==> config.mk <==
export PLATFORM = sky130hd
export DESIGN_NAME = out_alu_control_unit
export DESIGN_NICKNAME = d
export VERILOG_FILES = /design/src/rtl/out_alu_control_unit_pkg.sv /design/src/rtl/d_ff_async_en.sv /design/src/rtl/out_result_hold.sv /design/src/rtl/out_alu_control_unit.sv
export SDC_FILE = /design/constraint.sdc
export NUM_CORES = 1
export LEC_CHECK = 0
export CAP_MARGIN = 5
export CORE_AREA = 2 2 84 86
export DETAILED_ROUTE_END_ITERATION = 6
export DIE_AREA = 0 0 86 88
export PLACE_DENSITY = 0.84
export SYNTH_ARGS = -nofsm -noshare
export SYNTH_HDL_FRONTEND = slang
export SYNTH_SLANG_ARGS = --single-unit
export TNS_END_PERCENT = 30
==> constraint.sdc <==
create_clock -name clk -period 2.59 [get_ports clk]
set_clock_uncertainty 0.1 [all_clocks]
set_input_delay 0.518 -clock clk [delete_from_list [all_inputs] [get_ports clk]]
set_output_delay 0.518 -clock clk [all_outputs]
set_load 0.05 [all_outputs]
==> src/rtl/out_alu_control_unit_pkg.sv <==
// Shared constants for the FIFO_OUT-side control unit.
// Op tags match the FIFO_IN ctrl encoding.
package out_alu_control_unit_pkg;

    localparam int DATA_SIZE      = 16;
    localparam int ID_SIZE        = 8;
    localparam int OPERATION_SIZE = 2;
    localparam int CNT_W          = 16;

    localparam logic [1:0] OP_ADD = 2'b01;
    localparam logic [1:0] OP_MUL = 2'b10;

    // FIFO_OUT word layout: {result, id, op}, op in the low bits
    localparam int OP_LSB  = 0;
    localparam int ID_LSB  = OPERATION_SIZE;
    localparam int RES_LSB = OPERATION_SIZE + ID_SIZE;

    typedef enum logic {
        CH_ADD = 1'b0,
        CH_MUL = 1'b1
    } channel_e;

endpackage

==> src/rtl/d_ff_async_en.sv <==
// Enabled register bank with asynchronous active-high reset to zero.
module d_ff_async_en #(
    parameter int W = 8
) (
    input  logic         clk,
    input  logic         rst,
    input  logic         i_en,
    input  logic [W-1:0] i_d,
    output logic [W-1:0] o_q
);

    logic [W-1:0] r_q;

    always_ff @(posedge clk or posedge rst) begin
        if (rst) begin
            r_q <= '0;
        end else if (i_en) begin
            r_q <= i_d;
        end
    end

    assign o_q = r_q;

endmodule

==> src/rtl/out_result_hold.sv <==
// One-entry result hold register with valid/ready capture and
// clear-on-grant; ready is purely registered.
module out_result_hold #(
    parameter int DATA_SIZE = 16,
    parameter int ID_SIZE   = 8
) (
    input  logic                 clk,
    input  logic                 rst,
    input  logic                 i_valid,
    input  logic [DATA_SIZE-1:0] i_result,
    input  logic [ID_SIZE-1:0]   i_id,
    output logic                 o_ready,
    input  logic                 i_clear,
    output logic                 o_hold_valid,
    output logic [DATA_SIZE-1:0] o_result,
    output logic [ID_SIZE-1:0]   o_id
);

    logic r_valid;
    logic w_load;

    assign w_load = i_valid & ~r_valid;

    // Clear and load never coincide: a granted hold is occupied,
    // so it cannot be loading in the same cycle.
    always_ff @(posedge clk or posedge rst) begin
        if (rst) begin
            r_valid <= 1'b0;
        end else if (i_clear) begin
            r_valid <= 1'b0;
        end else if (w_load) begin
            r_valid <= 1'b1;
        end
    end

    d_ff_async_en #(
        .W (DATA_SIZE)
    ) u_res_ff (
        .clk  (clk),
        .rst  (rst),
        .i_en (w_load),
        .i_d  (i_result),
        .o_q  (o_result)
    );

    d_ff_async_en #(
        .W (ID_SIZE)
    ) u_id_ff (
        .clk  (clk),
        .rst  (rst),
        .i_en (w_load),
        .i_d  (i_id),
        .o_q  (o_id)
    );

    assign o_ready      = ~r_valid;
    assign o_hold_valid = r_valid;

endmodule

==> src/rtl/out_alu_control_unit.sv <==
// Collects adder/multiplier results and writes tagged words into
// FIFO_OUT with round-robin arbitration and back-pressure.
module out_alu_control_unit
    import out_alu_control_unit_pkg::*;
#(
    parameter int DATA_SIZE      = out_alu_control_unit_pkg::DATA_SIZE,
    parameter int ID_SIZE        = out_alu_control_unit_pkg::ID_SIZE,
    parameter int OPERATION_SIZE = out_alu_control_unit_pkg::OPERATION_SIZE,
    parameter int FIFO_OUT_WIDTH = DATA_SIZE + ID_SIZE + OPERATION_SIZE,
    parameter int CNT_W          = out_alu_control_unit_pkg::CNT_W
) (
    input  logic                      clk,
    input  logic                      rst,
    input  logic                      a_valid_res,
    input  logic [DATA_SIZE-1:0]      a_result,
    input  logic [ID_SIZE-1:0]        a_id,
    output logic                      a_ready_res,
    input  logic                      m_valid_res,
    input  logic [DATA_SIZE-1:0]      m_result,
    input  logic [ID_SIZE-1:0]        m_id,
    output logic                      m_ready_res,
    input  logic                      full_out,
    output logic                      w_en_out,
    output logic [FIFO_OUT_WIDTH-1:0] w_data_out,
    output logic [CNT_W-1:0]          wr_count,
    output logic                      busy
);

    logic                      w_a_hold_valid;
    logic                      w_m_hold_valid;
    logic [DATA_SIZE-1:0]      w_a_hold_res;
    logic [DATA_SIZE-1:0]      w_m_hold_res;
    logic [ID_SIZE-1:0]        w_a_hold_id;
    logic [ID_SIZE-1:0]        w_m_hold_id;
    logic                      w_grant_a;
    logic                      w_grant_m;
    logic [DATA_SIZE-1:0]      w_sel_res;
    logic [ID_SIZE-1:0]        w_sel_id;
    logic [OPERATION_SIZE-1:0] w_sel_op;
    channel_e                  r_last_grant;
    logic [CNT_W-1:0]          r_wr_count;

    out_result_hold #(
        .DATA_SIZE (DATA_SIZE),
        .ID_SIZE   (ID_SIZE)
    ) u_add_hold (
        .clk          (clk),
        .rst          (rst),
        .i_valid      (a_valid_res),
        .i_result     (a_result),
        .i_id         (a_id),
        .o_ready      (a_ready_res),
        .i_clear      (w_grant_a),
        .o_hold_valid (w_a_hold_valid),
        .o_result     (w_a_hold_res),
        .o_id         (w_a_hold_id)
    );

    out_result_hold #(
        .DATA_SIZE (DATA_SIZE),
        .ID_SIZE   (ID_SIZE)
    ) u_mul_hold (
        .clk          (clk),
        .rst          (rst),
        .i_valid      (m_valid_res),
        .i_result     (m_result),
        .i_id         (m_id),
        .o_ready      (m_ready_res),
        .i_clear      (w_grant_m),
        .o_hold_valid (w_m_hold_valid),
        .o_result     (w_m_hold_res),
        .o_id         (w_m_hold_id)
    );

    // The channel that did not win last time has priority on a tie
    assign w_grant_a = w_a_hold_valid & ~full_out &
                       (~w_m_hold_valid | (r_last_grant == CH_MUL));
    assign w_grant_m = w_m_hold_valid & ~full_out &
                       (~w_a_hold_valid | (r_last_grant == CH_ADD));

    always_ff @(posedge clk or posedge rst) begin
        if (rst) begin
            r_last_grant <= CH_MUL;
        end else if (w_grant_a) begin
            r_last_grant <= CH_ADD;
        end else if (w_grant_m) begin
            r_last_grant <= CH_MUL;
        end
    end

    always_ff @(posedge clk or posedge rst) begin
        if (rst) begin
            r_wr_count <= '0;
        end else if (w_grant_a | w_grant_m) begin
            r_wr_count <= r_wr_count + 1'b1;
        end
    end

    // Idle output carries ADD hold contents with a zero op tag
    always_comb begin
        w_sel_res = w_a_hold_res;
        w_sel_id  = w_a_hold_id;
        w_sel_op  = '0;
        if (w_grant_m) begin
            w_sel_res = w_m_hold_res;
            w_sel_id  = w_m_hold_id;
            w_sel_op  = OPERATION_SIZE'(OP_MUL);
        end else if (w_grant_a) begin
            w_sel_op  = OPERATION_SIZE'(OP_ADD);
        end
    end

    assign w_en_out   = w_grant_a | w_grant_m;
    assign w_data_out = FIFO_OUT_WIDTH'({w_sel_res, w_sel_id, w_sel_op});
    assign wr_count   = r_wr_count;
    assign busy       = w_a_hold_valid | w_m_hold_valid;

endmodule

==> flow_summary.yaml <==
pwr:
  total_power_uw: 6630
  power.density_mw_per_mm2: 1460
  ir_drop_mv: 0.934
  p_leak_uw: 0.00194
cells_and_area:
  n_antenna_cell: 0
  final_cell_mix: "clkdlybuf4s50_1, mux2_2, dfrtp_1"
  finalNonFillerCells: 400
  n_fill_cell: 473
  syn2layout_area_growth_pct: 55.4
  layout-drive-gt1-share: 0.422
  nNetsFinal: 369
  final_common_cell: "clkdlybuf4s50_1"
timing:
  slew_viol_final: 0
  layout_setup_ws_ns: 0.0648
  setup_viol: 0
  slew_headroom: 0.657
  timing.fmax_mhz: 396
  rsz0062_at_grt: "true"
  worst_pin_slew_ns: 0.513
  min_period_ns: 2.53
  hold_viol_final: 0
  timing.final.crit_share: 0.975
synthesis:
  synth_compound_area_frac: 0.0162
  synth_area_per_cell_um2: 14.3
  mappedNetlistNets: 259
  synth_area_mm2: 0.00293
  synthAdderAreaFrac: 0.00427
  synth_xor_area_frac: 0.0448
  synth.area.mux_share: 0.277
  synth_top_family_by_area: "multiplexers"
  synth-simple-area-share: 0.0580
  synth_cells: 205
  yosysWarningCount: 0
  seq_area_frac_synth: 0.572
  ys_ff_latch: 67
  ys_types: 29
cts:
  cts_max_path_buffers: 2
  hold_buffers: 0
  clk_latency_ns: 0.33
  cts_buffers: 9
  clk_pin_slew_worst_paths_ns: 0.07
  cts_tree: "done"
  ctsRootBufferMaster: "clkbuf_8"
  htreeDepth: 3
  clock-sinks: 67
drt:
  viasPerCell: 4.94
  routedWlPerCell_um: 15.8
  first_iter_violations: 53
  ant_nets: 0
  dr.pass1.iters: 4
  routed_wl_um: 6300
  drc: 0
  route.vias.total: 1976
worst_setup_path:
  reg2reg_setup_slack_ns: 0.90
  worstPathMaxFanout: 14
  rr_endpoint: "wr_count[10]"
  start_kind: "flip-flop"
  slowest_stage: "dfrtp_2"
  cp.required_ns: 1.97
  cp_num_buf_inv: 3
  cpMostUsedCell: "buf_12"
  path_cells: "a211oi_4 > buf_4 > buf_12 > mux2_2 > buf_12"
  reg2reg_depth: 5
  cp-end-kind: "output pin"
  rr_startpoint: "u_add_hold.o_hold_valid"
  critPathKind: "flip-flop to output pin"
  cp.arrival_ns: 1.91
  cp.depth: 5
  slowest_delay_ns: 0.44
  crit_family: "buffers and inverters"
min_path:
  hp-class: "flip-flop to flip-flop"
  min_to: "wr_count[6]"
  hp-start: "wr_count[6]"
  holdPathStages: 1
floorplan:
  start_util: 0.441
  dieArea_mm2: 0.00757
  die_w_um: 86
  coreArea_mm2: 0.00664
  die-height_um: 88
  ioPinCount: 99
  rows: 30
global_route:
  antenna_found_initial: 0
  grt_pass1_wl_um: 10200
  grt_max_degree: 68
  first_global_vias: 2172
  grt-ovfl-total: 0
  grt_use_total: 0.178
placement:
  port_buffers: 98
  hpwl_um: 4320
  dpl_worst_slack_ns: -0.0246
  dp.cells: 379
  gp_congestion: 0.698
flow_run:
  cap_violations: 0
run_status:
  status: "finished clean"
## worst register-to-register path, cell delays in order, from the launching register on
cell      delay (ns)
dfrtp_2         0.41
buf_4           0.13
o21bai_2        0.13
nor3_1          0.48
nand4_1         0.19
xnor2_1         0.15
## where the power goes
part           internal (µW)  total (µW)  switching, µW  leakage [µW]
registers               1520        1800            281      0.000804
clock network            452         814            362     0.0000997
logic                   1980        4020           2030       0.00104
total                   3960        6630           2670       0.00194
## cell usage after synthesis
master | number | share of area
and3_1 | 2 | 0.0043
nand2_1 | 9 | 0.012
buf_6 | 2 | 0.0077
and2b_2 | 1 | 0.0030
inv_1 | 5 | 0.0064
inv_2 | 1 | 0.0013
and4_1 | 1 | 0.0030
nor2_1 | 6 | 0.0077
nand3_1 | 5 | 0.0085
dfstp_2 | 1 | 0.0090
mux2_1 | 2 | 0.0077
nor3_1 | 1 | 0.0017
a21o_2 | 1 | 0.0030
xnor2_1 | 11 | 0.033
a211oi_1 | 1 | 0.0026
nand4_1 | 2 | 0.0043
a211oi_4 | 1 | 0.0068
clkbuf_1 | 1 | 0.0013
o21bai_2 | 1 | 0.0038
buf_4 | 1 | 0.0026
ha_1 | 1 | 0.0043
xor2_1 | 4 | 0.012
or2_2 | 1 | 0.0021
and3_2 | 1 | 0.0026
buf_2 | 5 | 0.0085
dfrtp_1 | 66 | 0.56
mux2_2 | 70 | 0.27
nor2b_1 | 1 | 0.0021
nor4_4 | 1 | 0.0073
## state kept, by name, summed over array words and instances, names as in the netlist
name and flops:
u_mul_hold.o_hold_valid 1, wr_count 16, u_add_hold.u_id_ff.o_q 8, u_mul_hold.u_id_ff.o_q 8, u_mul_hold.u_res_ff.o_q 16, u_add_hold.u_res_ff.o_q 16
r_last_grant 1, u_add_hold.o_hold_valid 1
## per-stage QoR
step / cell area [µm²] / hold slack (ns) / setup TNS [ns] / utilization
finish: 4560 / 0.401 / 0 / 0.686
global route: 4560 / 0.418 / -0.122 / 0.686
CTS: 4540 / 0.406 / 0 / 0.683
detailed placement: 4290 / 0.390 / -0.256 / 0.646
global placement: 4290 / 0.367 / -0.0341 / 0.646
floorplan: 2940 / 0.373 / 0 / -
## cells by family after synthesis
family / after synthesis
mux: 72
compound gates: 4
simple gates: 31
xor+xnor: 15
buf+inv: 15
fa+ha+maj: 1
flops: 67
## area by class of cell
cell class | count | area [µm²] | share of cell area
repair buffers | 108 | 1380 | 0.302
well taps | 80 | 100 | 0.0220
flip-flops and latches | 67 | 1680 | 0.369
clock buffers | 15 | 186 | 0.0409
clock inverters | 1 | 5.00 | 0.00110
multi-input cells | 123 | 1180 | 0.260
inverters | 6 | 22.5 | 0.00494
## worst max path at each step
stage	to	from
final	w_data_out[19]	u_add_hold.o_hold_valid
after global placement	w_data_out[24]	full_out
after global routing	w_data_out[11]	u_add_hold.o_hold_valid
after floorplan	w_data_out[10]	u_mul_hold.o_hold_valid
after CTS	w_data_out[5]	u_mul_hold.o_hold_valid
after detailed placement	w_data_out[24]	full_out
## what timing repair did
action / CTS / global route
pin swaps: 1 / 1
gates resized for setup: 5 / 2
endpoints found under the setup margin: 24 / 24
buffers inserted: 2 / 2
gates cloned: 1 / 0
## routing by layer
| metal | wire length, µm | track usage |
|---|---|---|
| met1 | 2780 | 0.224 |
| met2 | 3030 | 0.295 |
| met3 | 394 | 0.0405 |
| met4 | 97 | 0.0779 |
| met5 | 0 | 0 |
(Power assumes the default switching activity.)
